--- src/rtl/ofs_fim_pcie_pkg.sv ---
// Shared PCIe subsystem types: TLP function routing, completion status and
// the MMIO read request record used by the completion generator.
package ofs_fim_pcie_pkg;

  localparam int PCIE_HDR_WIDTH = 128;

  localparam logic [7:0] FMTTYPE_MRD3 = 8'h00;
  localparam logic [7:0] FMTTYPE_MRD4 = 8'h20;
  localparam logic [7:0] FMTTYPE_CPL  = 8'h0A;
  localparam logic [7:0] FMTTYPE_CPLD = 8'h4A;

  typedef struct packed {
    logic [10:0] vfn;
    logic [2:0]  pfn;
    logic        vf_active;
  } t_tlp_func;

  typedef enum logic [2:0] {
    CPL_SC  = 3'b000,
    CPL_UR  = 3'b001,
    CPL_CRS = 3'b010,
    CPL_CA  = 3'b100
  } t_cpl_status;

  typedef struct packed {
    logic [15:0] req_id;
    logic [7:0]  tag;
    logic [2:0]  tc;
    logic [2:0]  attr;
    logic [9:0]  length;
    logic [31:0] addr;
    t_tlp_func   func;
    logic        hdr_4dw;
  } t_mmio_rd_req;

  // Anything but SC is sent as a data-less Cpl with a one-DW byte count.
  function automatic logic [PCIE_HDR_WIDTH-1:0] func_build_cpl_hdr(
    input t_mmio_rd_req req,
    input t_cpl_status  status,
    input logic [7:0]   bus_num
  );
    logic [PCIE_HDR_WIDTH-1:0] h;
    h = '0;
    if (status == CPL_SC) begin
      h[127:120] = FMTTYPE_CPLD;
      h[105:96]  = req.length;
      h[75:64]   = {req.length, 2'b00};
    end else begin
      h[127:120] = FMTTYPE_CPL;
      h[105:96]  = 10'd0;
      h[75:64]   = 12'd4;
    end
    h[118:116] = req.tc;
    h[114]     = req.attr[2];
    h[109:108] = req.attr[1:0];
    h[95:80]   = {bus_num, 5'b00000, req.func.pfn};
    h[79:77]   = status;
    h[76]      = 1'b0;
    h[63:48]   = req.req_id;
    h[47:40]   = req.tag;
    h[38:32]   = {req.addr[6:2], 2'b00};
    return h;
  endfunction

endpackage

--- src/rtl/ofs_fim_pcie_cpl_hdr_build.sv ---
// Combinational completion header assembly from a captured MMIO read request.
module ofs_fim_pcie_cpl_hdr_build
  import ofs_fim_pcie_pkg::*;
(
  input  t_mmio_rd_req                req,
  input  t_cpl_status                 status,
  input  logic [7:0]                  cfg_bus_num,
  output logic [PCIE_HDR_WIDTH-1:0]   cpl_hdr
);

  assign cpl_hdr = func_build_cpl_hdr(req, status, cfg_bus_num);

endmodule

--- src/rtl/ofs_fim_pcie_mmio_rd_cpl_gen.sv ---
// Host MMIO read responder: issues one CSR read per request and returns a
// single-beat CplD, a UR Cpl for unsupported requests, or all-ones on timeout.
module ofs_fim_pcie_mmio_rd_cpl_gen
  import ofs_fim_pcie_pkg::*;
#(
  parameter int CSR_TIMEOUT = 512,
  parameter int CSR_AW      = 20
) (
  input  logic                       clk,
  input  logic                       rst,
  input  logic                       req_valid,
  output logic                       req_ready,
  input  logic [PCIE_HDR_WIDTH-1:0]  req_hdr,
  input  t_tlp_func                  req_func,
  input  logic [7:0]                 cfg_bus_num,
  output logic                       csr_rd_valid,
  output logic [CSR_AW-1:0]          csr_rd_addr,
  output t_tlp_func                  csr_rd_func,
  input  logic                       csr_rd_rsp_valid,
  input  logic [63:0]                csr_rd_rsp_data,
  output logic                       tx_valid,
  input  logic                       tx_ready,
  output logic                       tx_sop,
  output logic                       tx_eop,
  output logic [PCIE_HDR_WIDTH-1:0]  tx_hdr,
  output logic [255:0]               tx_data,
  output logic                       tx_vf_active,
  output logic                       err_csr_timeout,
  output logic                       err_unsupported
);

  localparam int CNT_W = $clog2(CSR_TIMEOUT);

  typedef enum logic [1:0] {IDLE, CSR_REQ, CSR_WAIT, TX_CPL} t_state;

  t_state        state;
  t_mmio_rd_req  req_q;
  t_cpl_status   status_q;
  logic [CNT_W-1:0] cnt;
  t_mmio_rd_req  req_in;
  logic          in_supported;

  always_comb begin
    req_in         = '0;
    req_in.hdr_4dw = req_hdr[125];
    req_in.tc      = req_hdr[118:116];
    req_in.attr    = {req_hdr[114], req_hdr[109:108]};
    req_in.length  = req_hdr[105:96];
    req_in.req_id  = req_hdr[95:80];
    req_in.tag     = req_hdr[79:72];
    req_in.addr    = req_hdr[125] ? req_hdr[31:0] : req_hdr[63:32];
    req_in.func    = req_func;
    in_supported   = (req_hdr[127:120] == FMTTYPE_MRD3 || req_hdr[127:120] == FMTTYPE_MRD4)
                  && (req_hdr[105:96] == 10'd1 || req_hdr[105:96] == 10'd2);
  end

  // A single-DW read returns whichever half of the 8B CSR word the address selects.
  function automatic logic [255:0] place_data(input logic [63:0] d, input t_mmio_rd_req r);
    logic [255:0] p;
    p = '0;
    if (r.length == 10'd2) p[63:0] = d;
    else                   p[31:0] = r.addr[2] ? d[63:32] : d[31:0];
    return p;
  endfunction

  assign csr_rd_addr  = {req_q.addr[CSR_AW-1:3], 3'b000};
  assign csr_rd_func  = req_q.func;
  assign tx_vf_active = req_q.func.vf_active;

  ofs_fim_pcie_cpl_hdr_build u_hdr_build (
    .req         (req_q),
    .status      (status_q),
    .cfg_bus_num (cfg_bus_num),
    .cpl_hdr     (tx_hdr)
  );

  always_ff @(posedge clk) begin
    if (rst) begin
      state           <= IDLE;
      req_ready       <= 1'b0;
      csr_rd_valid    <= 1'b0;
      tx_valid        <= 1'b0;
      tx_sop          <= 1'b0;
      tx_eop          <= 1'b0;
      err_csr_timeout <= 1'b0;
      err_unsupported <= 1'b0;
      cnt             <= '0;
    end else begin
      csr_rd_valid    <= 1'b0;
      err_csr_timeout <= 1'b0;
      err_unsupported <= 1'b0;
      case (state)
        IDLE: begin
          if (req_valid && req_ready) begin
            req_ready <= 1'b0;
            req_q     <= req_in;
            if (in_supported) begin
              status_q     <= CPL_SC;
              csr_rd_valid <= 1'b1;
              state        <= CSR_REQ;
            end else begin
              status_q        <= CPL_UR;
              tx_data         <= '0;
              tx_valid        <= 1'b1;
              tx_sop          <= 1'b1;
              tx_eop          <= 1'b1;
              err_unsupported <= 1'b1;
              state           <= TX_CPL;
            end
          end else begin
            req_ready <= 1'b1;
          end
        end
        CSR_REQ: begin
          cnt   <= '0;
          state <= CSR_WAIT;
        end
        CSR_WAIT: begin
          cnt <= cnt + 1'b1;
          // The response is checked first so a coincident timeout is not flagged.
          if (csr_rd_rsp_valid) begin
            tx_data  <= place_data(csr_rd_rsp_data, req_q);
            tx_valid <= 1'b1;
            tx_sop   <= 1'b1;
            tx_eop   <= 1'b1;
            state    <= TX_CPL;
          end else if (cnt == CNT_W'(CSR_TIMEOUT - 1)) begin
            tx_data         <= place_data({64{1'b1}}, req_q);
            tx_valid        <= 1'b1;
            tx_sop          <= 1'b1;
            tx_eop          <= 1'b1;
            err_csr_timeout <= 1'b1;
            state           <= TX_CPL;
          end
        end
        TX_CPL: begin
          if (tx_ready) begin
            tx_valid  <= 1'b0;
            tx_sop    <= 1'b0;
            tx_eop    <= 1'b0;
            req_ready <= 1'b1;
            state     <= IDLE;
          end
        end
        default: state <= IDLE;
      endcase
    end
  end

endmodule

--- config.mk ---
export PLATFORM = sky130hd
export DESIGN_NAME = ofs_fim_pcie_mmio_rd_cpl_gen
export DESIGN_NICKNAME = d
export VERILOG_FILES = /design/src/rtl/ofs_fim_pcie_pkg.sv /design/src/rtl/ofs_fim_pcie_cpl_hdr_build.sv /design/src/rtl/ofs_fim_pcie_mmio_rd_cpl_gen.sv
export SDC_FILE = /design/constraint.sdc
export NUM_CORES = 1
export LEC_CHECK = 0
export ABC_AREA = 1
export ABC_CLOCK_PERIOD_IN_PS = 9550
export BUFFER_PORTS_ARGS = -buffer_cell sky130_fd_sc_hd__clkbuf_2
export CORE_AREA = 2 2 254 256
export DETAILED_ROUTE_END_ITERATION = 12
export DIE_AREA = 0 0 256 258
export HOLD_SLACK_MARGIN = 0.15
export PLACE_DENSITY = 0.37
export SETUP_SLACK_MARGIN = 0.02
export SKIP_CTS_REPAIR_TIMING = 1
export SLEW_MARGIN = 20
export SYNTH_ARGS = -nofsm -noshare
export SYNTH_HDL_FRONTEND = slang
export SYNTH_HIERARCHICAL = 1
export SYNTH_SLANG_ARGS = --single-unit
--- constraint.sdc ---
create_clock -name clk -period 9.55 [get_ports clk]
set_input_delay 1.91 -clock clk [delete_from_list [all_inputs] [get_ports clk]]
set_output_delay 1.91 -clock clk [all_outputs]
set_load 0.005 [all_outputs]
==> results.txt, run 1 <==
Counting both buffers and inverters, the worst setup path holds a total of 3. The final layout contains routed wiring with a total length of 28.2 mm. The final hold violation count is 0. The half-perimeter wire length after placement came out at 21.7 mm. The number of maximum-capacitance violations came out at 0. The analysis attributes to cell leakage a power of 5.20 nW.

The per-instance average area after synthesis came out at 9.87 um2. The maximum clock path buffer count came out at 2. The residual DRC count came out at 0. The capturing element type of the critical path is a flip-flop. The fmax is 0.219 GHz. The cell type group with the largest total delay on the critical path is buffers and inverters.

The count of buffers from port buffering came out at 331. After layout, the worst path uses 47.9% of the clock period. Counting every instance in the synthesized netlist gives 958. The root buffer cell chosen for the clock tree is sky130_fd_sc_hd__clkbuf_16. The ratio of total power to cell area is 189 nW/um2. Counting stages on the worst path, the most repeated cell is sky130_fd_sc_hd__nand3_1.

The total power of the final layout is 2.08 mW. The post-route clock skew came out at 0.0159 ns. The count of synthesis-stage warnings from yosys is 6. The boundary pin count is 647. Headroom to the max-slew limit came out at 32.5%. For this run, global-route usage on met3 was measured as 1.57%. The final-layout setup total negative slack came out at 0 ns. At the end of the flow, the number of nets in the layout was 1,415. In this design, the stage delay of the slowest critical-path cell is 0.71 ns. The global-route met2 utilization is 13.8%. The share of total power dissipated in combinational logic is 22.4%. The detailed-route via count is 6,312. In this run, the number of DRC markers left after iteration 0 of detailed routing was 275. The number of global-route vias before repair came out at 5,787. The fraction of power consumed by the clock network came out at 33.3%. The worst setup path is launched from an input pin.

The later-pin clock latency in the skew report is 0.44 ns. The average wire length per cell after detail routing came out at 13.7 um. The area growth from synthesis to final layout came out at 16.6%. The count of antenna-violating nets left after detailed routing is 0. The busiest metal layer after global routing is met2.

Setup repair after global routing left no endpoint under its margin. The number of endpoints failing setup at the final stage came out at 0. The vertical extent of the die is 258 um. The mapped cell area came out at 9450 um2. For the pin with the worst max-slew slack, the measured transition is 1.01 ns. The total net switching power came out at 693 uW. The share of cells above drive strength 1 is 33.9%.

The routed design could run at a clock period as short as 4.57 ns. The die footprint is 66,000 um2. The CTS sink count is 154. The number of H-tree levels came out at 4. The initial antenna violation count came out at 2. The overall fraction of global-route tracks in use came out at 8.10%. In this run the worst path has a maximum fanout of 64. The routability congestion estimate is 0.773. The flow ran to the end, and the final reports show no timing, DRC or antenna violations. Data on the critical path is required at its endpoint by 9.62 ns. The total grt overflow came out at 0. The initial utilization of the core area, before any placement, comes to 14.9%. The part of the total power dissipated in sequential elements came out at 44.3%. The final count of pins violating max slew was 0. The number of filler instances in the final layout is 7,210. The type of the most critical hold path is reg2reg. The largest net degree at the start of global routing is 65. Walking the worst path, the cells encountered are clkbuf_2 -> inv_2 -> nand3_1 -> nand3_1 -> nor3b_2 -> buf_4. The arrival time reported for the critical path endpoint came out at 4.64 ns.

For this design, the slowest cell found on the critical path is sky130_fd_sc_hd__clkbuf_2. The minimum hold slack came out at 0.472 ns. The type of the worst setup path is in2reg. After detailed routing, the number of vias per cell comes to 3.07. The first detailed-routing pass took 4 iterations. The die outline width is 256 um. The final core utilization came out at 17.3%.

The wire length of the first global-routing pass came out at 39.2 mm. The area of the core came out at 63,600 um2. The internal power of the cells totals 1.39 mW. The clock buffer count from CTS is 17. Net switching is 33.3% of the power. TritonCTS built the clock tree. The peak supply drop is 0.118 mV. The met1 capacity usage during global routing is 10.0%. The number of cell rows is 93.

The clock transition at the register clock pins on the worst setup and hold paths after CTS came out at 0.07 ns.
-- power by group through the flow --
stage	sequential, mW	clock (mW)	combinational, mW
finish	0.922	0.694	0.466
global route	0.937	0.752	0.522
CTS	0.927	0.726	0.478
detailed placement	0.942	0	0.476
global placement	0.941	0	0.473
floorplan	0.955	0	0.345
-- worst paths after layout --
| kind | from | to | slack [ns] | cells after the start |
|---|---|---|---|---|
| setup / recovery | csr_rd_rsp_valid | tx_data[3] | 4.98 | 6 |
| hold / removal | cnt[7] | cnt[7] | 0.47 | 2 |
| setup reg to reg | req_q[55] | tx_data[11] | 6.45 | 8 |
| hold reg to reg | cnt[7] | cnt[7] | 0.47 | 2 |
-- per-layer routing --
layer / share of wire, % / vias to the layer above
met5: 0 / -
met4: 2.1 / 0
met3: 6.0 / 20
met2: 49 / 334
met1: 43 / 2994
li1: - / 2964
-- placed cells by master (no fill, tap or decap), types with 2 or more instances in the layout --
| master | count |
|---|---|
| sky130_fd_sc_hd__nor4_1 | 2 |
| sky130_fd_sc_hd__conb_1 | 257 |
| sky130_fd_sc_hd__mux2_1 | 32 |
| sky130_fd_sc_hd__inv_8 | 5 |
| sky130_fd_sc_hd__clkinv_4 | 2 |
| sky130_fd_sc_hd__nand2_2 | 3 |
| sky130_fd_sc_hd__clkbuf_2 | 331 |
| sky130_fd_sc_hd__nand3_1 | 74 |
| sky130_fd_sc_hd__edfxtp_1 | 138 |
| sky130_fd_sc_hd__nor2_2 | 10 |
| sky130_fd_sc_hd__clkbuf_16 | 17 |
| sky130_fd_sc_hd__nand2_1 | 94 |
| sky130_fd_sc_hd__inv_6 | 3 |
| sky130_fd_sc_hd__nor2_4 | 2 |
| sky130_fd_sc_hd__nor2_1 | 86 |
| sky130_fd_sc_hd__buf_4 | 5 |
| sky130_fd_sc_hd__nand4_1 | 2 |
| sky130_fd_sc_hd__dfxtp_1 | 16 |
| sky130_fd_sc_hd__mux2_2 | 18 |
| sky130_fd_sc_hd__o21ai_0 | 5 |
| sky130_fd_sc_hd__nor3_1 | 4 |
| sky130_fd_sc_hd__inv_2 | 3 |
| sky130_fd_sc_hd__clkinv_8 | 4 |
| sky130_fd_sc_hd__a21oi_1 | 15 |
| sky130_fd_sc_hd__ha_1 | 5 |
| sky130_fd_sc_hd__inv_1 | 61 |
-- final cells by class --
| class | instances | area (um2) | area share (%) |
|---|---|---|---|
| clock inverter | 15 | 173 | 1.57 |
| antenna | 1 | 2.50 | 0.0227 |
| tap | 855 | 1070 | 9.71 |
| timing repair buffer | 336 | 1690 | 15.4 |
| multi-input combinational | 615 | 2950 | 26.8 |
| inverter | 65 | 244 | 2.21 |
| sequential | 154 | 4460 | 40.5 |
| clock buffer | 17 | 425 | 3.86 |
-- per-stage QoR --
stage	instances	worst slack, ns	area, um2
final	2058	4.98	11000
after global routing	2058	4.84	11000
after CTS	2057	4.96	11000
after detailed placement	2025	4.47	10400
after global placement	2025	4.47	10400
after floorplan	1212	1.74	10400
-- flip-flops by register name, indices dropped and copies added (netlist names) --
signal           flops
tx_eop               1
tx_vf_active         1
csr_rd_addr         17
status_q             1
err_unsupported      1
cnt                  9
req_q               41
state                2
tx_data             64
csr_rd_valid         1
err_csr_timeout      1
req_ready            1
csr_rd_func         14
-- worst register-to-register path, delay by kind of cell (launching register included) --
family	cells	cell delay (ns)
buffers and inverters	1	0.04
DFF	1	0.44
and+or+nand+nor	7	2.36
Power figures use the tool's default switching activity.
==> inputs of run 2 (changes only) <==
--- a/config.mk
+++ b/config.mk
@@ -6,13 +6,13 @@
 export NUM_CORES = 1
 export LEC_CHECK = 0
 export ABC_AREA = 1
-export ABC_CLOCK_PERIOD_IN_PS = 9550
+export ABC_CLOCK_PERIOD_IN_PS = 4100
 export BUFFER_PORTS_ARGS = -buffer_cell sky130_fd_sc_hd__clkbuf_2
 export CORE_AREA = 2 2 254 256
 export DETAILED_ROUTE_END_ITERATION = 12
 export DIE_AREA = 0 0 256 258
 export HOLD_SLACK_MARGIN = 0.15
-export PLACE_DENSITY = 0.37
+export PLACE_DENSITY = 0.38
 export SETUP_SLACK_MARGIN = 0.02
 export SKIP_CTS_REPAIR_TIMING = 1
 export SLEW_MARGIN = 20
==> constraint.sdc (replaced) <==
create_clock -name clk -period 4.1 [get_ports clk]
set_input_delay 0.82 -clock clk [delete_from_list [all_inputs] [get_ports clk]]
set_output_delay 0.82 -clock clk [all_outputs]
set_load 0.005 [all_outputs]
==> run 2 against run 1 <==
Non-clock buffer count increased by 5. First-iteration DRC count increased by 17%. Combinational power increased by 140%. Clock power increased by 130%. Routed wire length decreased by 1.5%. Clock skew increased by 0.0039 ns. Sequential share of layout area decreased by 0.27 points. Largest power group unchanged.
==> results.txt, run 2 (same netlist as run 1, synthesis figures left out) <==
Run status: complete, no violations (unchanged). The most numerous cell on the critical path is sky130_fd_sc_hd__nor2_2 (was sky130_fd_sc_hd__nand3_1). The vertical extent of the die came out at 258 um (unchanged). The half-perimeter wire length after placement is 21.9 mm (was 21.7 mm). The total wire length after detailed routing is 27.7 mm (was 28.2 mm).

The switching share of total power came out at 33.3% (about the same). The count of antenna-violating nets left after detailed routing came out at 0 (unchanged). The master of the slowest instance on the critical path is sky130_fd_sc_hd__edfxtp_1 (was sky130_fd_sc_hd__clkbuf_2). The via-per-instance ratio is 3.03 (was 3.07). Cell-by-cell listing of the critical path: nor2_2 -> nand2_2 -> nor2_2 -> clkbuf_2 (was clkbuf_2 -> inv_2 -> nand3_1 -> nand3_1 -> nor3b_2 -> buf_4). The final-layout setup total negative slack came out at 0 ns (unchanged). The transition time at the pin with the least slew margin is 0.787 ns (was 1.01 ns). The fraction of power consumed by the clock network came out at 33.1% (was 33.3%). The clock transition at the register clock pins on the worst setup and hold paths after CTS came out at 0.08 ns (was 0.07 ns). The part of the total power dissipated in combinational logic came out at 23.0% (was 22.4%). The average wire length per cell after detail routing was 13.5 um (was 13.7 um). The detailed-route via count came out at 6,245 (was 6,312). The total net switching power came out at 1.62 mW (was 693 uW). The number of cell rows came out at 93 (unchanged). The fmax came out at 0.380 GHz.

The kind of start point of the critical path is a flip-flop (was input pin). The most frequent standard cell in the layout excluding fill and tap cells is sky130_fd_sc_hd__clkbuf_2 (unchanged). The CTS sink count is 154 (unchanged). The total grt overflow is 0 (unchanged). The final period utilization is 64.2%. The capturing element type of the critical path was a primary output (was flip-flop).

The overall fraction of global-route tracks in use came out at 7.95% (was 8.10%). The worst endpoint required time came out at 3.28 ns (was 9.62 ns). The largest register by flop count is tx_data (unchanged). The count of TritonRoute iterations in the first routing pass is 4 (unchanged). The first-iteration detailed-routing DRC count is 322 (was 275). The final instance area is 11,100 um2 (was 11,000 um2). The leakage power of the design came out at 5.23 nW (was 5.20 nW).

The routability congestion estimate came out at 0.784 (was 0.773). The post-detailed-placement cell area is 10,500 um2 (was 10,400 um2). Most frequent cells in the layout: sky130_fd_sc_hd__clkbuf_2 (331), sky130_fd_sc_hd__conb_1 (257), sky130_fd_sc_hd__edfxtp_1 (138), sky130_fd_sc_hd__nand2_1 (94), sky130_fd_sc_hd__nor2_1 (86) (unchanged). The clock buffer count from CTS was 17 (unchanged). The final net count is 1,420 (was 1,415).

The worst setup slack for register-to-register paths came out at 1.54 ns (was 6.45 ns). The final count of pins violating max slew is 0 (unchanged). The post-route clock skew is 0.0198 ns (was 0.0159 ns). Unrepaired setup endpoints after global routing: no (unchanged).

The buffer cell driving the clock tree root is sky130_fd_sc_hd__clkbuf_16 (unchanged). The die outline width came out at 256 um (unchanged). The initial standard-cell utilization of the core is 14.9% (unchanged). The largest fanout of any net on the critical path came out at 11 (was 64). The largest stage delay on the critical path is 0.52 ns (was 0.71 ns).

The ratio of total power to cell area is 440 nW/um2 (was 189 nW/um2). The later-pin clock latency in the skew report is 0.45 ns (was 0.44 ns). The maximum clock path buffer count came out at 2 (unchanged). The initial antenna violation count is 0 (was 2). The arrival time reported for the critical path endpoint came out at 1.81 ns (was 4.64 ns). The largest net degree at the start of global routing is 72 (was 65). The minimum hold slack is 0.467 ns (was 0.472 ns).

The part of the total power dissipated in sequential elements came to 43.9% (was 44.3%). The type of the worst setup path is reg2out (was in2reg). The share of cells above drive strength 1 is 34.2% (was 33.9%). The number of endpoints failing setup at the final stage was 0 (unchanged). The wire length of the first global-routing pass is 38.8 mm (was 39.2 mm). The peak supply drop is 0.233 mV (was 0.118 mV).

The area of the core was 63,600 um2 (unchanged). The worst-case headroom to the max-slew limit came out at 47.3% (was 32.5%). The number of maximum-capacitance violations is 0 (unchanged). The area growth from synthesis to final layout came to 17.4% (was 16.6%).

The cell-internal power is 3.26 mW (was 1.39 mW). The final hold violation count is 0 (unchanged). The count of buffers from port buffering came out at 331 (unchanged). The number of global-route vias before repair was 5,704 (was 5,787). The die footprint is 66,000 um2 (unchanged).

The residual DRC count is 0 (unchanged). The number of H-tree levels came out at 4 (unchanged). The TritonCTS clock tree is done (unchanged). The flip-flop count of the largest register after layout came out at 64 (unchanged).

The total inserted antenna cells was 0 (was 1). The type of the most critical hold path is reg2reg (unchanged). The boundary pin count is 647 (unchanged). For the finished layout, the period the worst path requires is 2.63 ns.
[run 2: path summary, 6_finish.rpt]
path | startpoint | endpoint | depth (start not counted)
setup / recovery | status_q[0] | tx_hdr[69] | 4
hold / removal | cnt[7] | cnt[7] | 2
setup reg to reg | req_q[53] | tx_data[24] | 9
hold reg to reg | cnt[7] | cnt[7] | 2
[run 2: cell type report]
| class | count | area, um2 |
|---|---|---|
| fill | 7195 | 52600 |
| tap | 855 | 1070 |
| multi-input combinational | 615 | 2960 |
| clock inverter | 15 | 173 |
| sequential | 154 | 4460 |
| timing repair buffer | 341 | 1760 |
| clock buffer | 17 | 425 |
| inverter | 65 | 244 |
[run 2: layer usage]
layer	vias to the layer above	GRT usage, %	wire length [um]
li1	2966	-	-
met2	352	13.7	13700
met5	-	0	0
met1	2907	9.74	11700
met3	20	1.98	1870
met4	0	2.47	437
[run 2: power by group through the flow]
stage	Clock (mW)	Combinational (mW)	Sequential [mW]
floorplan	0	0.821	2.19
global placement	0	1.16	2.18
detailed placement	0	1.16	2.19
CTS	1.69	1.16	2.15
global route	1.74	1.27	2.17
finish	1.62	1.13	2.14
[run 2: worst max-delay path: cells and delay by family, from the launching register on]
family | cells | cell delay (ns)
AND/OR/NAND/NOR | 3 | 0.67
buffers and inverters | 1 | 0.17
flip-flops | 1 | 0.52
[run 2: per-stage QoR]
step                std cells  setup slack (ns)  power (mW)  util (%)
floorplan                1212             0.751        3.01         -
global placement         2030              1.41        3.34      16.5
detailed placement       2030              1.37        3.35      16.5
CTS                      2062              1.38        5.01      17.4
global route             2062              1.31        5.18      17.4
finish                   2062              1.47        4.88      17.4
==> inputs of run 3 (changes only) <==
--- a/config.mk
+++ b/config.mk
@@ -5,14 +5,14 @@
 export SDC_FILE = /design/constraint.sdc
 export NUM_CORES = 1
 export LEC_CHECK = 0
-export ABC_AREA = 1
-export ABC_CLOCK_PERIOD_IN_PS = 4100
+export ABC_AREA = 0
+export ABC_CLOCK_PERIOD_IN_PS = 2500
 export BUFFER_PORTS_ARGS = -buffer_cell sky130_fd_sc_hd__clkbuf_2
-export CORE_AREA = 2 2 254 256
+export CORE_AREA = 2 2 248 250
 export DETAILED_ROUTE_END_ITERATION = 12
-export DIE_AREA = 0 0 256 258
+export DIE_AREA = 0 0 250 252
 export HOLD_SLACK_MARGIN = 0.15
-export PLACE_DENSITY = 0.38
+export PLACE_DENSITY = 0.37
 export SETUP_SLACK_MARGIN = 0.02
 export SKIP_CTS_REPAIR_TIMING = 1
 export SLEW_MARGIN = 20
==> constraint.sdc (replaced) <==
create_clock -name clk -period 2.5 [get_ports clk]
set_input_delay 0.5 -clock clk [delete_from_list [all_inputs] [get_ports clk]]
set_output_delay 0.5 -clock clk [all_outputs]
set_load 0.005 [all_outputs]
==> run 3 against run 2 <==
Combinational power rose by 42%. Cell count fell by 12%. Clock-buffer cell count rose by 1. Clock skew fell by 0.0074 ns. Global-route usage fell by 1.4 points. Core utilization barely moved. Routed wire length fell by 19%. Critical path depth fell by 2. First-iteration DRC count fell by 40%. Flip-flop and latch count did not move. Critical path type unchanged. Via count fell by 13%. Clock power rose by 66%.
==> results.txt, run 3 <==
The transition time at the pin with the least slew margin was 0.713 ns (was 0.787 ns). The number of filler instances in the final layout was 6,758 (was 7,195). The count of TritonRoute iterations in the first routing pass came out at 4 (unchanged). The count of synthesis-stage warnings from yosys came to 6 (unchanged).

The area growth from synthesis to final layout is 18.7% (was 17.4%). Run status: complete, no violations (unchanged). The kind of start point of the critical path is a flip-flop (unchanged).

The CTS sink count is 154 (unchanged). The half-perimeter wire length after placement is 17.6 mm (was 21.9 mm). The number of endpoints failing setup at the final stage came out at 0 (unchanged).

The detailed-route via count is 5,413 (was 6,245). The initial antenna violation count came to 3 (was 0). The number of global-route vias before repair is 4,929 (was 5,704). The type of the worst setup path was reg2out (unchanged). The worst setup slack after layout came out at 0.194 ns (was 1.47 ns). The total inserted antenna cells is 0 (unchanged).

The most frequent standard cell in the layout excluding fill and tap cells is sky130_fd_sc_hd__clkbuf_2 (unchanged). The arrival time reported for the critical path endpoint came out at 1.81 ns (about the same). The worst-case headroom to the max-slew limit came out at 52.4% (was 47.3%). Most frequent cells in the layout: sky130_fd_sc_hd__clkbuf_2 (331), sky130_fd_sc_hd__conb_1 (261), sky130_fd_sc_hd__edfxtp_1 (138), sky130_fd_sc_hd__a21oi_1 (68), sky130_fd_sc_hd__inv_1 (35) (was sky130_fd_sc_hd__clkbuf_2 (331), sky130_fd_sc_hd__conb_1 (257), sky130_fd_sc_hd__edfxtp_1 (138), sky130_fd_sc_hd__nand2_1 (94), sky130_fd_sc_hd__nor2_1 (86)). The number of placed instances, taps included was 1,788 (was 2,030). The leakage power of the design was 4.81 nW (was 5.23 nW).

The final critical path time including I/O delays and setup came out at 2.31 ns. The fmax is 0.434 GHz. The per-instance average area after synthesis came to 11.5 um2 (was 9.87 um2).

The total grt overflow came out at 0 (unchanged). The first-iteration detailed-routing DRC count came out at 193 (was 322). The capturing element type of the critical path is a primary output (unchanged). The cell type group with the largest total delay on the critical path is simple AND/OR/NAND/NOR gates (unchanged). The later-pin clock latency in the skew report came out at 0.43 ns (was 0.45 ns). The ratio of total power to cell area is 749 nW/um2 (was 440 nW/um2). The number of maximum-capacitance violations came out at 0 (unchanged). The initial standard-cell utilization of the core came out at 14.7% (was 14.9%). The master of the slowest instance on the critical path was sky130_fd_sc_hd__nor4b_1 (was sky130_fd_sc_hd__edfxtp_1).

The fraction of power consumed by the clock network came out at 34.2% (was 33.1%). The TritonCTS clock tree is done (unchanged). The via-per-instance ratio is 2.97 (was 3.03). The switching share of total power was 29.4% (was 33.3%).

The final count of pins violating max slew came out at 0 (unchanged). The die outline width came out at 250 um (was 256 um). The vertical extent of the die is 252 um (was 258 um).

The number of cell rows came to 90 (was 93). The total net switching power is 2.31 mW (was 1.62 mW). The overall fraction of global-route tracks in use was 6.56% (was 7.95%). The clock transition at the register clock pins on the worst setup and hold paths after CTS is 0.07 ns (was 0.08 ns). The final period utilization came out at 92.3%.

The clock buffer count from CTS came out at 17 (unchanged). The wire length of the first global-routing pass came out at 30.9 mm (was 38.8 mm). The flip-flop count of the largest register after layout is 64 (unchanged). The share of cells above drive strength 1 came out at 39.2% (was 34.2%). The boundary pin count came out at 647 (unchanged). The total wire length after detailed routing is 22.4 mm (was 27.7 mm). The part of the total power dissipated in sequential elements was 45.3% (was 43.9%). The area of the core came to 60,100 um2 (was 63,600 um2). The final net count came to 1,251 (was 1,420). The maximum clock path buffer count is 2 (unchanged). The final hold violation count is 0 (unchanged). Cell-by-cell listing of the critical path: nor4b_1 -> clkbuf_2 (was nor2_2 -> nand2_2 -> nor2_2 -> clkbuf_2). The buffer cell driving the clock tree root was sky130_fd_sc_hd__clkbuf_16 (unchanged). The part of the total power dissipated in combinational logic came out at 20.5% (was 23.0%). The worst endpoint required time is 2.00 ns (was 3.28 ns). The total power of the final layout is 7.85 mW (was 4.88 mW). The average wire length per cell after detail routing is 12.3 um (was 13.5 um).

The largest fanout of any net on the critical path came out at 13 (was 11). The largest stage delay on the critical path is 0.61 ns (was 0.52 ns). The number of cells produced by synthesis is 768 (was 958). The number of standard cells in the layout, taps in and fillers out is 1,820 (was 2,062). The residual DRC count came out at 0 (unchanged). The largest net degree at the start of global routing is 76 (was 72). The peak supply drop is 0.414 mV (was 0.233 mV).

The number of H-tree levels is 4 (unchanged). The cell-internal power was 5.54 mW (was 3.26 mW). The buffering stage count on the worst path with inverters included was 1 (unchanged).

The die footprint came to 63,000 um2 (was 66,000 um2). The final-layout setup total negative slack came out at 0 ns (unchanged). The count of antenna-violating nets left after detailed routing came out at 0 (unchanged). The type of the most critical hold path is in2reg (was reg2reg).

The count of buffers from port buffering is 331 (unchanged). The mapped cell area came out at 8820 um2 (was 9450 um2). The largest register by flop count was tx_data (unchanged). The setup slack at placement came out at 0.288 ns (was 1.37 ns). The post-route clock skew came to 0.0125 ns (was 0.0198 ns). The routability congestion estimate was 0.738 (was 0.784). Unrepaired setup endpoints after global routing: no (unchanged).
-- run 3: metrics by stage --
| stage | hold WS (ns) | instance area [um2] | util, % |
|---|---|---|---|
| 2_1_floorplan | 0.451 | 9810 | - |
| 3_3_place_gp | 0.461 | 9880 | 16.4 |
| 3_5_place_dp | 0.471 | 9880 | 16.4 |
| 4_1_cts | 0.208 | 10500 | 17.4 |
| 5_1_grt | 0.210 | 10500 | 17.4 |
| 6_report | 0.240 | 10500 | 17.4 |
-- run 3: cell type report --
cell class | count | area [um2] | share of cell area, %
clock buffer | 18 | 439 | 4.19
sequential | 154 | 4460 | 42.6
tap | 782 | 978 | 9.34
clock inverter | 14 | 161 | 1.54
timing repair buffer | 350 | 1840 | 17.5
multi-input combinational | 466 | 2460 | 23.5
inverter | 36 | 135 | 1.29
-- run 3: path summary, 6_finish.rpt --
check	from	endpoint	slack, ns	cells past startpoint
worst max-delay path	status_q[0]	tx_hdr[105]	0.19	2
worst min-delay path	req_func[0]	tx_vf_active	0.24	1
worst max register to register	cnt[2]	tx_data[32]	0.28	7
worst min register to register	cnt[8]	cnt[8]	0.48	2
-- run 3: layer usage --
metal	part of all wire (%)	wire, um	global-route usage, %	vias up
met3	8.6	1930	2.15	20
li1	-	-	-	2513
met5	0.040	9	0	-
met1	38	8440	7.17	2556
met2	52	11600	11.8	322
met4	1.8	410	2.57	2
-- run 3: power groups by stage --
stage               Clock [mW]  Sequential, mW  Combinational, mW
global route              2.88            3.60               1.78
CTS                       2.81            3.57               1.65
global placement             0            3.61               1.65
finish                    2.69            3.55               1.61
detailed placement           0            3.62               1.65
floorplan                    0            3.60               1.13
